**src/rtl/clkdiv_ctrl_if.sv**
```systemverilog
// rtl/clkdiv_ctrl_if.sv - divide-ratio configuration handshake for clkdiv_ctrl
interface clkdiv_ctrl_if #(
  parameter int WIDTH = 16
) ();
  logic             cfg_valid;
  logic [WIDTH-1:0] cfg_div;
  logic             cfg_ready;

  modport master (
    output cfg_valid,
    output cfg_div,
    input  cfg_ready
  );

  modport slave (
    input  cfg_valid,
    input  cfg_div,
    output cfg_ready
  );
endinterface

```
**src/rtl/clkdiv_ctrl.sv**
```systemverilog
// rtl/clkdiv_ctrl.sv - programmable clock divider with glitch-free ratio change and graceful start/stop
// Ratio updates while running are parked in a pending slot and only take effect at a period boundary.
module clkdiv_ctrl #(
  parameter int WIDTH       = 16,
  parameter int DEFAULT_DIV = 4
) (
  input  logic         clk,
  input  logic         reset,
  input  logic         enable,
  clkdiv_ctrl_if.slave cfg,
  output logic         clk_out,
  output logic         tick,
  output logic         busy,
  output logic         err
);

  if (DEFAULT_DIV < 2) begin : g_bad_default
    $error("clkdiv_ctrl: DEFAULT_DIV must be at least 2");
  end

  typedef enum logic [1:0] {
    IDLE = 2'd0,
    RUN  = 2'd1,
    STOP = 2'd2
  } state_t;

  state_t           state, state_n;
  logic [WIDTH-1:0] count, count_n;
  logic [WIDTH-1:0] div_active, div_n;
  logic [WIDTH-1:0] pend_div, pend_div_n;
  logic             pend_valid, pend_valid_n;
  logic             clk_out_n, tick_n, err_n;
  logic             transfer, legal, wrap;
  logic [WIDTH:0]   high_len;

  assign cfg.cfg_ready = !pend_valid;
  assign busy          = (state != IDLE);

  always_comb begin
    state_n      = state;
    count_n      = count;
    div_n        = div_active;
    pend_div_n   = pend_div;
    pend_valid_n = pend_valid;
    transfer     = cfg.cfg_valid && !pend_valid;
    legal        = (cfg.cfg_div >= WIDTH'(2));
    wrap         = (state != IDLE) && (count == div_active - WIDTH'(1));

    case (state)
      IDLE:    if (enable) state_n = RUN;
      RUN:     if (!enable) state_n = STOP;
      STOP: begin
        if (enable)    state_n = RUN;
        else if (wrap) state_n = IDLE;
      end
      default: state_n = IDLE;
    endcase

    if (state == IDLE || wrap) count_n = '0;
    else                       count_n = count + WIDTH'(1);

    if (wrap && pend_valid) begin
      div_n        = pend_div;
      pend_valid_n = 1'b0;
    end

    // A transfer needs an empty pending slot, so it never collides with the swap above.
    if (transfer && legal) begin
      if (state == IDLE) begin
        div_n = cfg.cfg_div;
      end else begin
        pend_div_n   = cfg.cfg_div;
        pend_valid_n = 1'b1;
      end
    end

    err_n = transfer && !legal;

    // Outputs are decoded from next state so they line up with the count they describe.
    high_len  = ({1'b0, div_n} + (WIDTH+1)'(1)) >> 1;
    clk_out_n = (state_n != IDLE) && ({1'b0, count_n} < high_len);
    tick_n    = (state_n != IDLE) && (count_n == div_n - WIDTH'(1));
  end

  always_ff @(posedge clk or posedge reset) begin
    if (reset) begin
      state      <= IDLE;
      count      <= '0;
      div_active <= WIDTH'(DEFAULT_DIV);
      pend_div   <= '0;
      pend_valid <= 1'b0;
      clk_out    <= 1'b0;
      tick       <= 1'b0;
      err        <= 1'b0;
    end else begin
      state      <= state_n;
      count      <= count_n;
      div_active <= div_n;
      pend_div   <= pend_div_n;
      pend_valid <= pend_valid_n;
      clk_out    <= clk_out_n;
      tick       <= tick_n;
      err        <= err_n;
    end
  end

endmodule

```
**src/flat_wrapper.sv**
```systemverilog
// flat-port wrapper written by rule: the top's interface ports become plain ports
module clkdiv_ctrl_flat 
#(
  parameter int WIDTH       = 16,
  parameter int DEFAULT_DIV = 4
)
  (clk, reset, enable, clk_out, tick, busy, err, cfg_cfg_valid, cfg_cfg_div, cfg_cfg_ready);
  clkdiv_ctrl_if #(.WIDTH(WIDTH)) cfg_i ();
  input  logic clk;
  input  logic reset;
  input  logic enable;
  output logic clk_out;
  output logic tick;
  output logic busy;
  output logic err;
  input wire logic [$bits(cfg_i.cfg_valid)-1:0] cfg_cfg_valid;
  input wire logic [$bits(cfg_i.cfg_div)-1:0] cfg_cfg_div;
  output wire logic [$bits(cfg_i.cfg_ready)-1:0] cfg_cfg_ready;
  assign cfg_i.cfg_valid = cfg_cfg_valid;
  assign cfg_i.cfg_div = cfg_cfg_div;
  assign cfg_cfg_ready = cfg_i.cfg_ready;
  clkdiv_ctrl #(.WIDTH(WIDTH), .DEFAULT_DIV(DEFAULT_DIV)) u_core (.clk(clk), .reset(reset), .enable(enable), .cfg(cfg_i), .clk_out(clk_out), .tick(tick), .busy(busy), .err(err));
endmodule
```
**config.mk**
```make
export PLATFORM = sky130hd
export DESIGN_NAME = clkdiv_ctrl_flat
export DESIGN_NICKNAME = d
export VERILOG_FILES = /design/src/rtl/clkdiv_ctrl_if.sv /design/src/rtl/clkdiv_ctrl.sv /design/src/flat_wrapper.sv
export SDC_FILE = /design/constraint.sdc
export NUM_CORES = 1
export LEC_CHECK = 0
export ABC_AREA = 1
export BUFFER_PORTS_ARGS = -buffer_cell sky130_fd_sc_hd__buf_2
export CAP_MARGIN = 20
export CELL_PAD_IN_SITES_DETAIL_PLACEMENT = 0
export CELL_PAD_IN_SITES_GLOBAL_PLACEMENT = 2
export CORE_AREA = 2 2 115 139
export DETAILED_ROUTE_END_ITERATION = 6
export DIE_AREA = 0 0 117 141
export GPL_ROUTABILITY_DRIVEN = 0
export PLACE_DENSITY_LB_ADDON = 0.25
export SETUP_SLACK_MARGIN = 0.3
export SYNTH_ARGS = -nofsm -noshare
export SYNTH_HDL_FRONTEND = slang
export SYNTH_SLANG_ARGS = --single-unit
```
**constraint.sdc**
```tcl
create_clock -name clk -period 4.32 [get_ports clk]
set_input_delay 0 -clock clk [delete_from_list [all_inputs] [get_ports clk]]
set_output_delay 0 -clock clk [all_outputs]
set_load 0.1 [all_outputs]
```
==> impl_metrics.toml <==
[yosys]
syn_area_um2 = 5190
synth-simple-area-share_pct = 49.0
synth_edf_count = 0
postSynthCellCount = 774
synth_compound_area_share_pct = 4.85
yosysSeqAreaShare_pct = 26.1
ys_top_cells_by_area = "dfrtp_1 26%, nand2_1 18%, inv_1 7.4%"
syn_nets = 813
yosys.area.top_type = "dfrtp_1"
ys_types = 46
synth_top_area_share_pct = 25.6
synth-adder-area-share_pct = 4.58
synth_ff_type = "dfrtp_1"
ys_warn_count = 0
synth_top_family_by_area = "simple AND/OR/NAND/NOR gates"
synth-seq-cells = 54
synth_xor_area_share_pct = 5.06
muxShareOfSynthArea_pct = 0
async_flop_share_pct = 100
syn_area_per_cell_um2 = 6.71

[run_status]
status = "complete, but fails checks"
violations = "negative hold slack"

[grt]
grt_pass1_wl_um = 26800
grt_max_degree = 55
first_global_vias = 4979
grt_overflow = 0
antenna_found_initial = 0
grtUsageTotal_pct = 21.5

[placement]
placed_cells = 1012
hpwl_um = 13700
io_buffers = 24
post_dp_cell_area_um2 = 5620
dp_worst_setup_slack_ps = -64.2

[sta]
slew-limit-headroom_pct = 49.9
skew_ps = 10.3
hold_violations = 2
holdWs_ps = -1.89
report.final.slew_viol_count = 0
tightest_slew_ps = 752
post-route-period-util_pct = 91.2
rsz0062_at_grt = "yes"
post-route-min-period_ps = 3940
max_freq_ghz = 0.254
setup_violations = 0
timing.final.ws_setup_ps = 381

[cells_and_area]
fin_nets = 874
diodes = 0
final_layout_size_suffix_gt1_share_pct = 23.0
final_cell_mix = "237 x nand2_1, 98 x inv_1, 56 x nand3_1"
syn_to_final_growth_pct = 18.5
final_common_cell = "nand2_1"
fin_area_um2 = 6150
fill_cells = 1676
instances_no_fill = 1044

[cts]
h-tree-depth = 2
cts_tree = "yes"
path_clk_slew_ps = 80
cts-root-buf = "clkbuf_16"
clk_latency_ps = 300
numCtsBuffers = 5
cts_sinks = 54
clock_path_buffers = 2

[power]
power_mw = 1.08
clock_power_share_pct = 37.8
power_frac_seq_pct = 48.7
pwr_density_cell_nw_per_um2 = 176
power_frac_comb_pct = 13.5
vdd_drop_max_v = 0.000189
internal_power_mw = 0.773
power.switching_mw = 0.307
sw_frac_of_total_pct = 28.5
p_leak_nw = 3.20

[die]
fp.dieW_um = 117
std_cell_rows = 50
dieArea_um2 = 16500
fp.dieH_um = 141
core-area_um2 = 15300
start_util_pct = 33.9
ioPinCount = 25

[routing]
wl_per_cell_um = 16.1
ant_nets = 0
routed_wl_um = 16900
drtIter0Drc = 237
drc = 0
vias = 4983
routed_via_density = 4.77
drtPass1Iterations = 5

[setup_path]
setup.worst_path.start_class = "register"
worst_ep_required_time_ps = 4540
crit_type = "reg2reg"
cp.buffers_inverters = 4
cpPeakStageDelay_ps = 400
slowest_stage = "dfrtp_1"
end_kind = "register"
cp_max_fo = 6
cp.arrival_ps = 4160
cp_top_family = "simple AND/OR/NAND/NOR gates"
r2r_slack_ps = 380

[worst_hold_path]
hold_path.class = "in2reg"

[run]
drv_cap = 0
## through the flow
stage	TNS (ps)	utilization, %
finish	0	40.1
floorplan	0	-
detailed placement	-64.2	36.7
global route	0	40.1
global placement	0	36.6
CTS	0	39.2
## worst paths after layout
| kind | startpoint | endpoint | depth (start not counted) |
|---|---|---|---|
| min | cfg_cfg_div[15] | u_core.pend_div[15] | 3 |
| min in group asynchronous | reset | u_core.pend_div[3] | 4 |
| max | u_core.div_active[0] | u_core.clk_out | 29 |
| min reg2reg | u_core.pend_div[15] | u_core.pend_div[15] | 2 |
| max reg2reg | u_core.div_active[0] | u_core.clk_out | 29 |
| max in group asynchronous | reset | u_core.div_active[10] | 4 |
## power groups by stage
stage	logic [mW]	clock network (mW)	registers (mW)
after global routing	0.161	0.439	0.528
after CTS	0.148	0.419	0.526
after global placement	0.140	0	0.536
after floorplan	0.0860	0	0.539
after detailed placement	0.140	0	0.536
final	0.145	0.409	0.526
## registers in the layout, summed over array words and instances (netlist names)
signal and flops:
u_core.pend_div 16, u_core.pend_valid 1, u_core.count 16, u_core.err 1
u_core.clk_out 1, u_core.tick 1, u_core.div_active 16, u_core.state 2
## synthesized netlist by cell type (2+ instances only)
library cell,count
a211oi_1,2
a21oi_1,6
clkbuf_1,6
clkbuf_8,3
clkinv_1,3
dfrtp_1,53
ha_1,19
inv_1,102
inv_2,9
nand2_1,243
nand2_2,22
nand2_4,12
nand3_1,60
nand3_2,12
nand3_4,3
nand3b_1,6
nand4_1,35
nor2_1,60
nor2_2,8
nor2_4,13
nor2_8,4
nor3_1,6
nor4_1,6
o211ai_1,2
o21ai_0,28
o21ai_1,2
or2_2,2
xnor2_1,11
xor2_1,19
## per-layer routing
metal | part of all wire, % | GRT usage [%]
met5 | 0 | 0
met1 | 45 | 27.7
met2 | 50 | 37.2
met3 | 2.0 | 1.81
met4 | 3.3 | 7.43
## kinds of logic after synthesis
kind of cell	Yosys count
xor+xnor	30
compound gates	45
flops	54
simple gates	497
fa+ha+maj	19
buf+inv	129
## worst reg2reg max path: cells and delay by family, from the launching register on
kind | cells | cell delay, ps
buffers and inverters | 4 | 360
DFF | 1 | 400
xor gates and xnor gates | 1 | 160
and+or+nand+nor | 19 | 2030
adders and majority gates | 2 | 500
AOI/OAI and AO/OA | 3 | 420
## cell type report
class                   instances  area (um^2)  area share (%)
well taps                     208          260            4.23
multi-input cells             591         3460            56.3
repair buffers                 69          499            8.12
inverters                     114          428            6.96
flip-flops and latches         54         1360            22.1
clock buffers                   6          129            2.10
clock inverters                 2         10.0           0.163
## timing repair
| action | 4_1_cts | 5_1_grt |
|---|---|---|
| endpoints found under the hold margin | 62 | 0 |
| hold buffers | 9 | 0 |
| setup endpoints to repair | 1 | 1 |
| pin swaps | 7 | 17 |
| setup buffers | 6 | 9 |
| gates resized for setup | 30 | 21 |
No activity file was read; power rests on OpenSTA's default activity.
